**src/rtl/solver_scheduler_if.sv**
```systemverilog
// Job-input, solver-side and result-side signals of the solver scheduler.
// The scheduler takes the slave view; the job source, solvers and result sink take the master view.
interface solver_scheduler_if #(
  parameter int NUM_SOLVERS     = 4,
  parameter int LIMB_INDEX_BITS = 6,
  parameter int LIMB_SIZE_BITS  = 27,
  parameter int TAG_BITS        = 8
);
  logic                                  in_valid;
  logic                                  in_ready;
  logic [LIMB_SIZE_BITS-1:0]             in_data;
  logic [NUM_SOLVERS-1:0]                sol_wr_real_en;
  logic [NUM_SOLVERS-1:0]                sol_wr_imag_en;
  logic [LIMB_INDEX_BITS-1:0]            sol_wr_limb;
  logic [LIMB_SIZE_BITS-1:0]             sol_wr_data;
  logic [NUM_SOLVERS-1:0]                sol_start;
  logic [NUM_SOLVERS-1:0]                sol_out_ready;
  logic [NUM_SOLVERS*LIMB_SIZE_BITS-1:0] sol_iterations;
  logic                                  res_valid;
  logic                                  res_ready;
  logic [TAG_BITS-1:0]                   res_tag;
  logic [LIMB_SIZE_BITS-1:0]             res_iterations;
  logic [NUM_SOLVERS-1:0]                busy_mask;

  modport master (
    output in_valid, in_data, sol_out_ready, sol_iterations, res_ready,
    input  in_ready, sol_wr_real_en, sol_wr_imag_en, sol_wr_limb, sol_wr_data,
           sol_start, res_valid, res_tag, res_iterations, busy_mask
  );

  modport slave (
    input  in_valid, in_data, sol_out_ready, sol_iterations, res_ready,
    output in_ready, sol_wr_real_en, sol_wr_imag_en, sol_wr_limb, sol_wr_data,
           sol_start, res_valid, res_tag, res_iterations, busy_mask
  );
endinterface

```
**src/rtl/solver_scheduler.sv**
```systemverilog
// Dispatches limb-serial jobs to the lowest free solver and returns solver results
// through a single round-robin arbitrated result register.
module solver_scheduler #(
  parameter int NUM_SOLVERS     = 4,
  parameter int LIMB_INDEX_BITS = 6,
  parameter int LIMB_SIZE_BITS  = 27,
  parameter int NUM_LIMBS       = 4,
  parameter int TAG_BITS        = 8
) (
  input  logic              clock,
  input  logic              reset,
  solver_scheduler_if.slave bus
);
  localparam int SEL_W  = (NUM_SOLVERS > 1) ? $clog2(NUM_SOLVERS) : 1;
  localparam int BEAT_W = $clog2(2 * NUM_LIMBS);
  localparam logic [BEAT_W-1:0] LAST_BEAT = BEAT_W'(2 * NUM_LIMBS - 1);
  localparam logic [BEAT_W-1:0] IMAG_BEAT = BEAT_W'(NUM_LIMBS);

  typedef enum logic [1:0] {IDLE, LOAD, START} state_e;

  state_e                     state_q;
  logic [SEL_W-1:0]           target_q;
  logic [BEAT_W-1:0]          beat_q;
  logic                       in_ready_q;
  logic [NUM_SOLVERS-1:0]     start_q;
  logic [NUM_SOLVERS-1:0]     start_prev_q;
  logic [TAG_BITS-1:0]        job_cnt_q;
  logic [TAG_BITS-1:0]        tag_q [NUM_SOLVERS];
  logic [NUM_SOLVERS-1:0]     busy_q, busy_d;
  logic [SEL_W-1:0]           rr_q;
  logic                       res_valid_q;
  logic [TAG_BITS-1:0]        res_tag_q;
  logic [LIMB_SIZE_BITS-1:0]  res_iter_q;

  logic                       free_found;
  logic [SEL_W-1:0]           free_idx;
  logic [NUM_SOLVERS-1:0]     target_oh;
  logic                       accept;
  logic                       imag_beat;
  logic [BEAT_W-1:0]          limb_idx;
  logic [NUM_SOLVERS-1:0]     cand;
  logic                       res_load;
  logic                       grant_hit;
  logic                       grant_fire;
  logic [SEL_W-1:0]           grant_idx;
  logic [NUM_SOLVERS-1:0]     grant_oh;
  logic [TAG_BITS-1:0]        grant_tag;
  logic [LIMB_SIZE_BITS-1:0]  grant_iter;

  // Lowest-index free solver, taken from registered busy bits only.
  always_comb begin
    // NOTE: every always_comb output gets a default first so no path infers a latch.
    free_found = 1'b0;
    free_idx   = '0;
    for (int i = 0; i < NUM_SOLVERS; i++) begin
      if (!free_found && !busy_q[i]) begin
        free_found = 1'b1;
        free_idx   = SEL_W'(i);
      end
    end
  end

  assign target_oh = NUM_SOLVERS'(1) << target_q;
  assign accept    = in_ready_q & bus.in_valid;
  assign imag_beat = beat_q >= IMAG_BEAT;
  assign limb_idx  = imag_beat ? beat_q - IMAG_BEAT : beat_q;

  assign bus.in_ready       = in_ready_q;
  assign bus.sol_wr_real_en = (accept && !imag_beat) ? target_oh : '0;
  assign bus.sol_wr_imag_en = (accept &&  imag_beat) ? target_oh : '0;
  assign bus.sol_wr_limb    = LIMB_INDEX_BITS'(limb_idx);
  assign bus.sol_wr_data    = bus.in_data;
  assign bus.sol_start      = start_q;

  always_ff @(posedge clock) begin
    // NOTE: sequential state uses <= so every register samples pre-edge values.
    if (reset) begin
      state_q      <= IDLE;
      target_q     <= '0;
      beat_q       <= '0;
      in_ready_q   <= 1'b0;
      start_q      <= '0;
      start_prev_q <= '0;
      job_cnt_q    <= '0;
    end else begin
      start_prev_q <= start_q;
      unique case (state_q)
        IDLE: begin
          if (bus.in_valid && free_found) begin
            state_q    <= LOAD;
            target_q   <= free_idx;
            beat_q     <= '0;
            in_ready_q <= 1'b1;
          end
        end
        LOAD: begin
          if (bus.in_valid) begin
            if (beat_q == LAST_BEAT) begin
              state_q    <= START;
              in_ready_q <= 1'b0;
              start_q    <= target_oh;
            end else begin
              beat_q <= beat_q + 1'b1;
            end
          end
        end
        START: begin
          start_q   <= '0;
          job_cnt_q <= job_cnt_q + 1'b1;
          state_q   <= IDLE;
        end
        default: state_q <= IDLE;
      endcase
    end
  end

  // NOTE: tag storage is left unreset; a tag is only read once its solver is busy,
  // and busy is only set on the same edge that writes the tag.
  always_ff @(posedge clock) begin
    for (int i = 0; i < NUM_SOLVERS; i++) begin
      if (state_q == START && target_q == SEL_W'(i)) tag_q[i] <= job_cnt_q;
    end
  end

  // A solver started this cycle or last cycle may still show its previous out_ready.
  assign cand     = busy_q & bus.sol_out_ready & ~start_q & ~start_prev_q;
  assign res_load = !res_valid_q || bus.res_ready;

  always_comb begin
    grant_hit  = 1'b0;
    grant_idx  = '0;
    grant_tag  = '0;
    grant_iter = '0;
    for (int i = 0; i < NUM_SOLVERS; i++) begin
      if (!grant_hit && cand[i] && SEL_W'(i) >= rr_q) begin
        grant_hit = 1'b1;
        grant_idx = SEL_W'(i);
      end
    end
    for (int i = 0; i < NUM_SOLVERS; i++) begin
      if (!grant_hit && cand[i]) begin
        grant_hit = 1'b1;
        grant_idx = SEL_W'(i);
      end
    end
    for (int i = 0; i < NUM_SOLVERS; i++) begin
      if (grant_idx == SEL_W'(i)) begin
        grant_tag  = tag_q[i];
        grant_iter = bus.sol_iterations[i*LIMB_SIZE_BITS +: LIMB_SIZE_BITS];
      end
    end
  end

  assign grant_fire = res_load && grant_hit;
  assign grant_oh   = grant_fire ? (NUM_SOLVERS'(1) << grant_idx) : '0;
  // The dispatch target is never busy, so set and clear cannot collide.
  assign busy_d     = (busy_q | ((state_q == START) ? target_oh : '0)) & ~grant_oh;

  always_ff @(posedge clock) begin
    if (reset) begin
      busy_q      <= '0;
      rr_q        <= '0;
      res_valid_q <= 1'b0;
      res_tag_q   <= '0;
      res_iter_q  <= '0;
    end else begin
      busy_q <= busy_d;
      if (res_load) begin
        res_valid_q <= grant_hit;
        if (grant_hit) begin
          res_tag_q  <= grant_tag;
          res_iter_q <= grant_iter;
          rr_q       <= (grant_idx == SEL_W'(NUM_SOLVERS - 1)) ? '0 : grant_idx + 1'b1;
        end
      end
    end
  end

  assign bus.res_valid      = res_valid_q;
  assign bus.res_tag        = res_tag_q;
  assign bus.res_iterations = res_iter_q;
  assign bus.busy_mask      = busy_q;
endmodule

```
**src/flat_wrapper.sv**
```systemverilog
// flat-port wrapper written by rule: the top's interface ports become plain ports
module solver_scheduler_flat 
#(
  parameter int NUM_SOLVERS     = 4,
  parameter int LIMB_INDEX_BITS = 6,
  parameter int LIMB_SIZE_BITS  = 27,
  parameter int NUM_LIMBS       = 4,
  parameter int TAG_BITS        = 8
)
  (clock, reset, bus_in_valid, bus_in_data, bus_sol_out_ready, bus_sol_iterations, bus_res_ready, bus_in_ready, bus_sol_wr_real_en, bus_sol_wr_imag_en, bus_sol_wr_limb, bus_sol_wr_data, bus_sol_start, bus_res_valid, bus_res_tag, bus_res_iterations, bus_busy_mask);
  solver_scheduler_if #(.NUM_SOLVERS(NUM_SOLVERS), .LIMB_INDEX_BITS(LIMB_INDEX_BITS), .LIMB_SIZE_BITS(LIMB_SIZE_BITS), .TAG_BITS(TAG_BITS)) bus_i ();
  input  logic clock;
  input  logic reset;
  input wire logic [$bits(bus_i.in_valid)-1:0] bus_in_valid;
  input wire logic [$bits(bus_i.in_data)-1:0] bus_in_data;
  input wire logic [$bits(bus_i.sol_out_ready)-1:0] bus_sol_out_ready;
  input wire logic [$bits(bus_i.sol_iterations)-1:0] bus_sol_iterations;
  input wire logic [$bits(bus_i.res_ready)-1:0] bus_res_ready;
  output wire logic [$bits(bus_i.in_ready)-1:0] bus_in_ready;
  output wire logic [$bits(bus_i.sol_wr_real_en)-1:0] bus_sol_wr_real_en;
  output wire logic [$bits(bus_i.sol_wr_imag_en)-1:0] bus_sol_wr_imag_en;
  output wire logic [$bits(bus_i.sol_wr_limb)-1:0] bus_sol_wr_limb;
  output wire logic [$bits(bus_i.sol_wr_data)-1:0] bus_sol_wr_data;
  output wire logic [$bits(bus_i.sol_start)-1:0] bus_sol_start;
  output wire logic [$bits(bus_i.res_valid)-1:0] bus_res_valid;
  output wire logic [$bits(bus_i.res_tag)-1:0] bus_res_tag;
  output wire logic [$bits(bus_i.res_iterations)-1:0] bus_res_iterations;
  output wire logic [$bits(bus_i.busy_mask)-1:0] bus_busy_mask;
  assign bus_i.in_valid = bus_in_valid;
  assign bus_i.in_data = bus_in_data;
  assign bus_i.sol_out_ready = bus_sol_out_ready;
  assign bus_i.sol_iterations = bus_sol_iterations;
  assign bus_i.res_ready = bus_res_ready;
  assign bus_in_ready = bus_i.in_ready;
  assign bus_sol_wr_real_en = bus_i.sol_wr_real_en;
  assign bus_sol_wr_imag_en = bus_i.sol_wr_imag_en;
  assign bus_sol_wr_limb = bus_i.sol_wr_limb;
  assign bus_sol_wr_data = bus_i.sol_wr_data;
  assign bus_sol_start = bus_i.sol_start;
  assign bus_res_valid = bus_i.res_valid;
  assign bus_res_tag = bus_i.res_tag;
  assign bus_res_iterations = bus_i.res_iterations;
  assign bus_busy_mask = bus_i.busy_mask;
  solver_scheduler #(.NUM_SOLVERS(NUM_SOLVERS), .LIMB_INDEX_BITS(LIMB_INDEX_BITS), .LIMB_SIZE_BITS(LIMB_SIZE_BITS), .NUM_LIMBS(NUM_LIMBS), .TAG_BITS(TAG_BITS)) u_core (.clock(clock), .reset(reset), .bus(bus_i));
endmodule
```
**config.mk**
```make
export PLATFORM = sky130hd
export DESIGN_NAME = solver_scheduler_flat
export DESIGN_NICKNAME = d
export VERILOG_FILES = /design/src/rtl/solver_scheduler_if.sv /design/src/rtl/solver_scheduler.sv /design/src/flat_wrapper.sv
export SDC_FILE = /design/constraint.sdc
export NUM_CORES = 1
export LEC_CHECK = 0
export ABC_CLOCK_PERIOD_IN_PS = 2200
export BUFFER_PORTS_ARGS = -buffer_cell sky130_fd_sc_hd__clkbuf_2
export CORE_MARGIN = 1
export CORE_UTILIZATION = 43
export DETAILED_ROUTE_END_ITERATION = 7
export GPL_ROUTABILITY_DRIVEN = 0
export GPL_TIMING_DRIVEN = 0
export PLACE_DENSITY_LB_ADDON = 0.1
export REMOVE_ABC_BUFFERS = 1
export SLEW_MARGIN = 20
export SYNTH_ARGS = -nofsm -noshare
export SYNTH_HDL_FRONTEND = slang
export SYNTH_SLANG_ARGS = --single-unit
```
**constraint.sdc**
```tcl
create_clock -name clock -period 2.2 [get_ports clock]
set_input_delay 0.11 -clock clock [delete_from_list [all_inputs] [get_ports clock]]
set_output_delay 0.11 -clock clock [all_outputs]
set_load 0.02 [all_outputs]
```
# Yosys cells after proc, flatten, opt, wreduce, memory -nomap -nowiden
# Memory sizes are Yosys's and may differ from the RTL's.
# Index checks and enable logic that the tools add are counted.
# word_totals
ff_bits	66
latch_bits	0
mem_bits_rw	32
rom_bits	0
output_inout_bits	86
elab_cells	165
memories	1
# op_classes
n_addsub	4
mul	0
div	0
order_cmp	5
eq_ne	13
shift	2
n_mux	68
n_bitwise	9
n_reduce_logical	51
# memory_table
name	depth	word_bits	rd	rd_ports_with_merged_regs	write_ports	line_no	rtl
u_core.tag_q	4	8	4	0	1	solver_scheduler.sv:28	logic [TAG_BITS-1:0] tag_q [NUM_SOLVERS];
# op_table
operator	n
2-to-1 mux 27 bit	4
2-to-1 mux 8 bit	7
2-to-1 mux 2 bit	15
2-to-1 mux 1 bit	28
2-to-1 mux 4 bit	6
OR reduction 8 bit	3
logical AND 1 bit	22
bitwise AND 4 bit	4
logical NOT 1 bit	14
2-to-1 mux 3 bit	4
inverter 4 bit	3
equality test 2 bit (second input constant)	5
adder 8 x 1 -> 8 bit (second input constant)	1
one-hot mux 4 bit (2 select lines)	1
AND reduction 4 bit	2
<< shifter 1 x 2 -> 4 bit (first input constant)	2
equality test 2 x 1 -> 1 bit (second input constant)	3
logical NOT 2 bit	3
one-hot mux 3 bit (2 select lines)	1
AND reduction 3 bit	2
greater-or-equal comparator 1 x 2 -> 1 bit (first input constant)	2
greater-or-equal comparator 2 bit (first input constant)	2
inequality test 2 x 1 -> 1 bit (second input constant)	2
inequality test 2 bit (second input constant)	2
other kinds (12)	14

# Longest topological paths before layout
# logic_depth
word_depth	34
mapped_depth	12
depth_no_buf	9

# Least setup slack after synthesis
# Ideal clock, no wire load.
# synth_timing
path_kind	reg2reg
startpoint	register u_core.busy_q[0], in the netlist u_core.bus.busy_mask[0]
endpoint	register u_core.res_iter_q[5], in the netlist u_core.bus.res_iterations[5]
arrival_time_ns	2.551
required_time_ns	2.119
slack_ns	-0.432
path_stages_with_launch	12
path_buffers	2
synth_period_minus_slack_ns	2.632
cell_sequence	dfxtp_1 -> or4bb_1 -> o21ai_0 -> a211oi_1 -> inv_1 -> ha_1 -> clkbuf_1 -> clkbuf_1 -> nand2_1 -> o21ai_0 -> a22oi_1 -> a211oi_2
# synth_between
elab_chain_len	34
elab_cells_between_ends	45
# synth_lines
item	line_no	rtl
from (decl)	solver_scheduler.sv:29	logic [NUM_SOLVERS-1:0] busy_q, busy_d;
from (signal assigned)	solver_scheduler.sv:167	busy_q <= busy_d;
bitwise AND 4 bit (*) (3 in a row)	solver_scheduler.sv:126	assign cand = busy_q & bus.sol_out_ready & ~start_q & ~start_prev_q;
logical AND 1 bit	solver_scheduler.sv:135	if (!grant_hit && cand[i] && SEL_W'(i) >= rr_q) begin
2-to-1 mux 1 bit	solver_scheduler.sv:135	
logical NOT 1 bit	solver_scheduler.sv:135	
logical AND 1 bit (2 in a row)	solver_scheduler.sv:135	
2-to-1 mux 1 bit	solver_scheduler.sv:135	
logical NOT 1 bit	solver_scheduler.sv:135	
logical AND 1 bit (2 in a row)	solver_scheduler.sv:135	
(+11 left out)	-	
logical NOT 1 bit	solver_scheduler.sv:141	if (!grant_hit && cand[i]) begin
logical AND 1 bit	solver_scheduler.sv:141	
2-to-1 mux 1 bit	solver_scheduler.sv:141	
logical NOT 1 bit	solver_scheduler.sv:141	
logical AND 1 bit	solver_scheduler.sv:141	
2-to-1 mux 2 bit	solver_scheduler.sv:141	
logical NOT 2 bit	solver_scheduler.sv:147	if (grant_idx == SEL_W'(i)) begin
2-to-1 mux 27 bit (4 in a row)	solver_scheduler.sv:147	
to (signal assigned)	solver_scheduler.sv:172	res_iter_q <= grant_iter;
to (decl)	solver_scheduler.sv:33	logic [LIMB_SIZE_BITS-1:0] res_iter_q;
# Mark *: on every way between the ends. The rest lies on a longest branch, timed or not.
# A chain may end at the register's enable or synchronous reset.

# Worst setup path after layout
# layout_timing
startpoint	register u_core.start_q[0], in the netlist u_core.bus.sol_start[0]
endpoint	register u_core.res_iter_q[16], in the netlist u_core.bus.res_iterations[16]
# layout_between
elab_chain_len	34
elab_cells_between_ends	45
# layout_lines
item	line_no	rtl
from (decl)	solver_scheduler.sv:25	logic [NUM_SOLVERS-1:0] start_q;
from (signal assigned)	solver_scheduler.sv:101	start_q <= target_oh;
inverter 4 bit (*)	solver_scheduler.sv:126	
bitwise AND 4 bit (*) (2 in a row)	solver_scheduler.sv:126	
logical AND 1 bit	solver_scheduler.sv:135	
2-to-1 mux 1 bit	solver_scheduler.sv:135	
logical NOT 1 bit	solver_scheduler.sv:135	
logical AND 1 bit (2 in a row)	solver_scheduler.sv:135	
2-to-1 mux 1 bit	solver_scheduler.sv:135	
logical NOT 1 bit	solver_scheduler.sv:135	
(+13 left out)	-	
logical NOT 1 bit	solver_scheduler.sv:141	
logical AND 1 bit	solver_scheduler.sv:141	
2-to-1 mux 1 bit	solver_scheduler.sv:141	
logical NOT 1 bit	solver_scheduler.sv:141	
logical AND 1 bit	solver_scheduler.sv:141	
2-to-1 mux 2 bit	solver_scheduler.sv:141	
logical NOT 2 bit	solver_scheduler.sv:147	
2-to-1 mux 27 bit (4 in a row)	solver_scheduler.sv:147	
# Marks and branches as above.

==> run metrics <==
# diodes=0; Sink Count=98; clock root cell=clkbuf_16; Detailed Routing Iterations Pass 1=8; HPWL Detailed=between 9000 and 10000 um; share of layout cells above drive strength 1=46.6%; Max Clk Rate=415 MHz; Vias=4935; minimum clock period=2.41 ns; Final setup viols=35; Tcrit/Tclk final=109%; CP max FO=8; Cell Rows=39; leakage=3.05 nW; vias in the first global route=4650; Routed WL per cell=just under 20 um; WS Path Type=reg2reg; #FFs+latches synth=98; Hold WC Path Type=in2reg; failing checks=design-rule violations, negative setup slack; DR vias/cell=5.56; Tot Pwr=~3.7 mW; starting density of the core=44.9%; clk_lat worst skew=around 0.34 ns; Clock Tree Buf Depth=2; nets@finish=just under 900; pwr/cell area=slightly above 500 nW/um2; initial antenna violation count=0; max cap viols=0; CTS tree=yes; status=finished with violations; setup slack after layout=-0.209 ns; Peak VDD IR=0.000333 V; clock-pin slew on the worst setup and hold paths=0.06 ns; YS warnings=0; commonest non-fill, non-tap cell in the layout=clkbuf_2; Die W=around 110 um; IO Pins=229; pin slew with the least headroom to its limit=1.01 ns; Clock Skew=0.00547 ns; post-synthesis cell type count=44; Die ar.=12600 um2; final core utilization=61.7%; pin count of the biggest net entering global routing=41; most frequent cells in the layout=169 x clkbuf_2, 70 x nor2_1, 61 x dfxtp_1, 42 x inv_1, 40 x nand2_1; RSZ-0062 raised after global routing=yes; final WL=17200 um; WHS=approximately 0.14 ns; gr usage total=25.4%; dpl ws=-1.06 ns; CP Capture Type=flip-flop; post-synthesis average cell area=~8.7 um2; H-tree Lvls=3; Core ar.=11600 um2; Pins Over Slew Limit=0; Die Ht=112 um; first-pass GRT wire length=24800 um; Num CTS Buffers=9; Area Overhead vs Synth=37.6%; Fin. Hold Viols=0; CTS Hold Buffers Added=0; Startpoint Class=flip-flop; Initial DRC Count=275; post-synthesis sequential area ratio=43.8%; grt total ovfl=0; CP arrival=about 2.6 ns; port bufs=between 150 and 200; relative max-transition margin=between 30% and 40%; Post-Synthesis Cell Area=5210 um2; Synth Instances=599; CP required=2.40 ns; DRC=18; Detail Route Antenna Nets=0
==> synthesized netlist by cell type (all sizes together) <==
cell type	instances	area (um2)
nand3b	1	7.51
a41oi	1	8.76
nor3	10	50.1
o22a	1	8.76
nor3b	1	7.51
a21oi	76	380
and4bb	3	41.3
edfxtp	32	961
a31oi	3	18.8
o22ai	1	6.26
nand2	43	161
mux2i	4	40.0
nand2b	4	25.0
o21ai	37	185
a22oi	35	263
buf	40	305
dfxtp	66	1320
clkbuf	41	154
nor4bb	1	10.0
and2	1	6.26
conb	1	3.75
o41a	1	11.3
nand4bb	1	11.3
or4bb	2	22.5
a21o	1	7.51
nand3	1	5.00
a211oi	43	473
nand4	5	31.3
ha	8	100
inv	43	161
xnor2	1	8.76
nor2b	6	37.5
nor2	72	270
a22o	1	8.76
xor2	6	52.6
and3	4	25.0
o2111ai	1	8.76
nand4b	1	8.76
==> layer usage <==
layer  routed length [um]  global-route usage, %  vias up  share of wire, %
met5                    0                   1.96        -                 0
met2                 8330                   41.9      206                48
met4                  258                   7.47        0               1.5
met3                 1230                   7.07       23               7.1
met1                 7400                   32.3     2356                43
li1                     -                      -     2350                 -
==> power breakdown <==
group	leakage, nW	switching [mW]	internal (mW)
registers	0.832	0.0120	1.86
clock network	0.150	0.645	0.941
logic	2.06	0.135	0.121
==> worst max-delay path: stages (launching register included) <==
cell and delay (ns):
dfxtp_4 0.35, or4bb_4 0.56, nor2_4 0.11, nor2_2 0.06
o22a_2 0.22, ha_4 0.23, buf_12 0.15, buf_16 0.13
a21oi_1 0.10, o21ai_1 0.08, a22oi_1 0.18, a211oi_1 0.09
==> final timing paths <==
kind	startpoint	endpoint	slack, ns	cells past startpoint
worst min-delay path	bus_sol_iterations[92]	u_core.bus.res_iterations[11]	0.14	3
worst min register to register	u_core.bus.res_iterations[18]	u_core.bus.res_iterations[18]	0.50	2
worst max register to register	u_core.bus.sol_start[0]	u_core.bus.res_iterations[16]	-0.21	11
worst max-delay path	u_core.bus.sol_start[0]	u_core.bus.res_iterations[16]	-0.21	11
==> layout make-up <==
type	count	area, um2
Multi-Input combinational cell	380	2780
Timing Repair Buffer	207	1450
Tap cell	143	179
Clock inverter	3	40.0
Fill cell	947	4450
Sequential cell	98	2300
Clock buffer	13	260
Inverter	43	161
==> stage by stage <==
step,std cells,area [um2],TNS [ns]
2_1_floorplan,521,4760,-46.81
3_3_place_gp,834,5790,-77.50
3_5_place_dp,838,5930,-34.93
4_1_cts,882,6710,-5.52
5_1_grt,887,7170,-9.47
6_report,887,7170,-5.49
==> flip-flops by register name, indices dropped and copies added, names as in the netlist <==
register / flops
u_core.bus.res_valid: 1
u_core.start_prev_q: 4
u_core.tag_q: 32
u_core.bus.res_tag: 8
u_core.target_q: 2
u_core.bus.sol_start: 4
u_core.rr_q: 2
u_core.state_q: 2
u_core.bus.in_ready: 1
u_core.bus.res_iterations: 27
u_core.bus.busy_mask: 4
u_core.job_cnt_q: 8
u_core.beat_q: 3
==> timing repair <==
action / 4_1_cts / 5_1_grt
endpoints found under the setup margin: 39 / 36
gates cloned: 1 / 4
pin swaps: 9 / 20
setup buffers: 27 / 2
gates resized for setup: 61 / 90
==> cells by family (layout without fill, tap and decap cells) <==
group	after synthesis	after routing	share of synthesized area (%)
buf+inv	124	266	11.9
simple gates	156	156	13.8
xor+xnor	7	7	1.18
fa+ha+maj	8	8	1.92
flops	98	98	43.8
other cells	1	4	0.0720
compound gates	201	201	26.5
mux	4	4	0.769
Power figures use the tool's default switching activity.
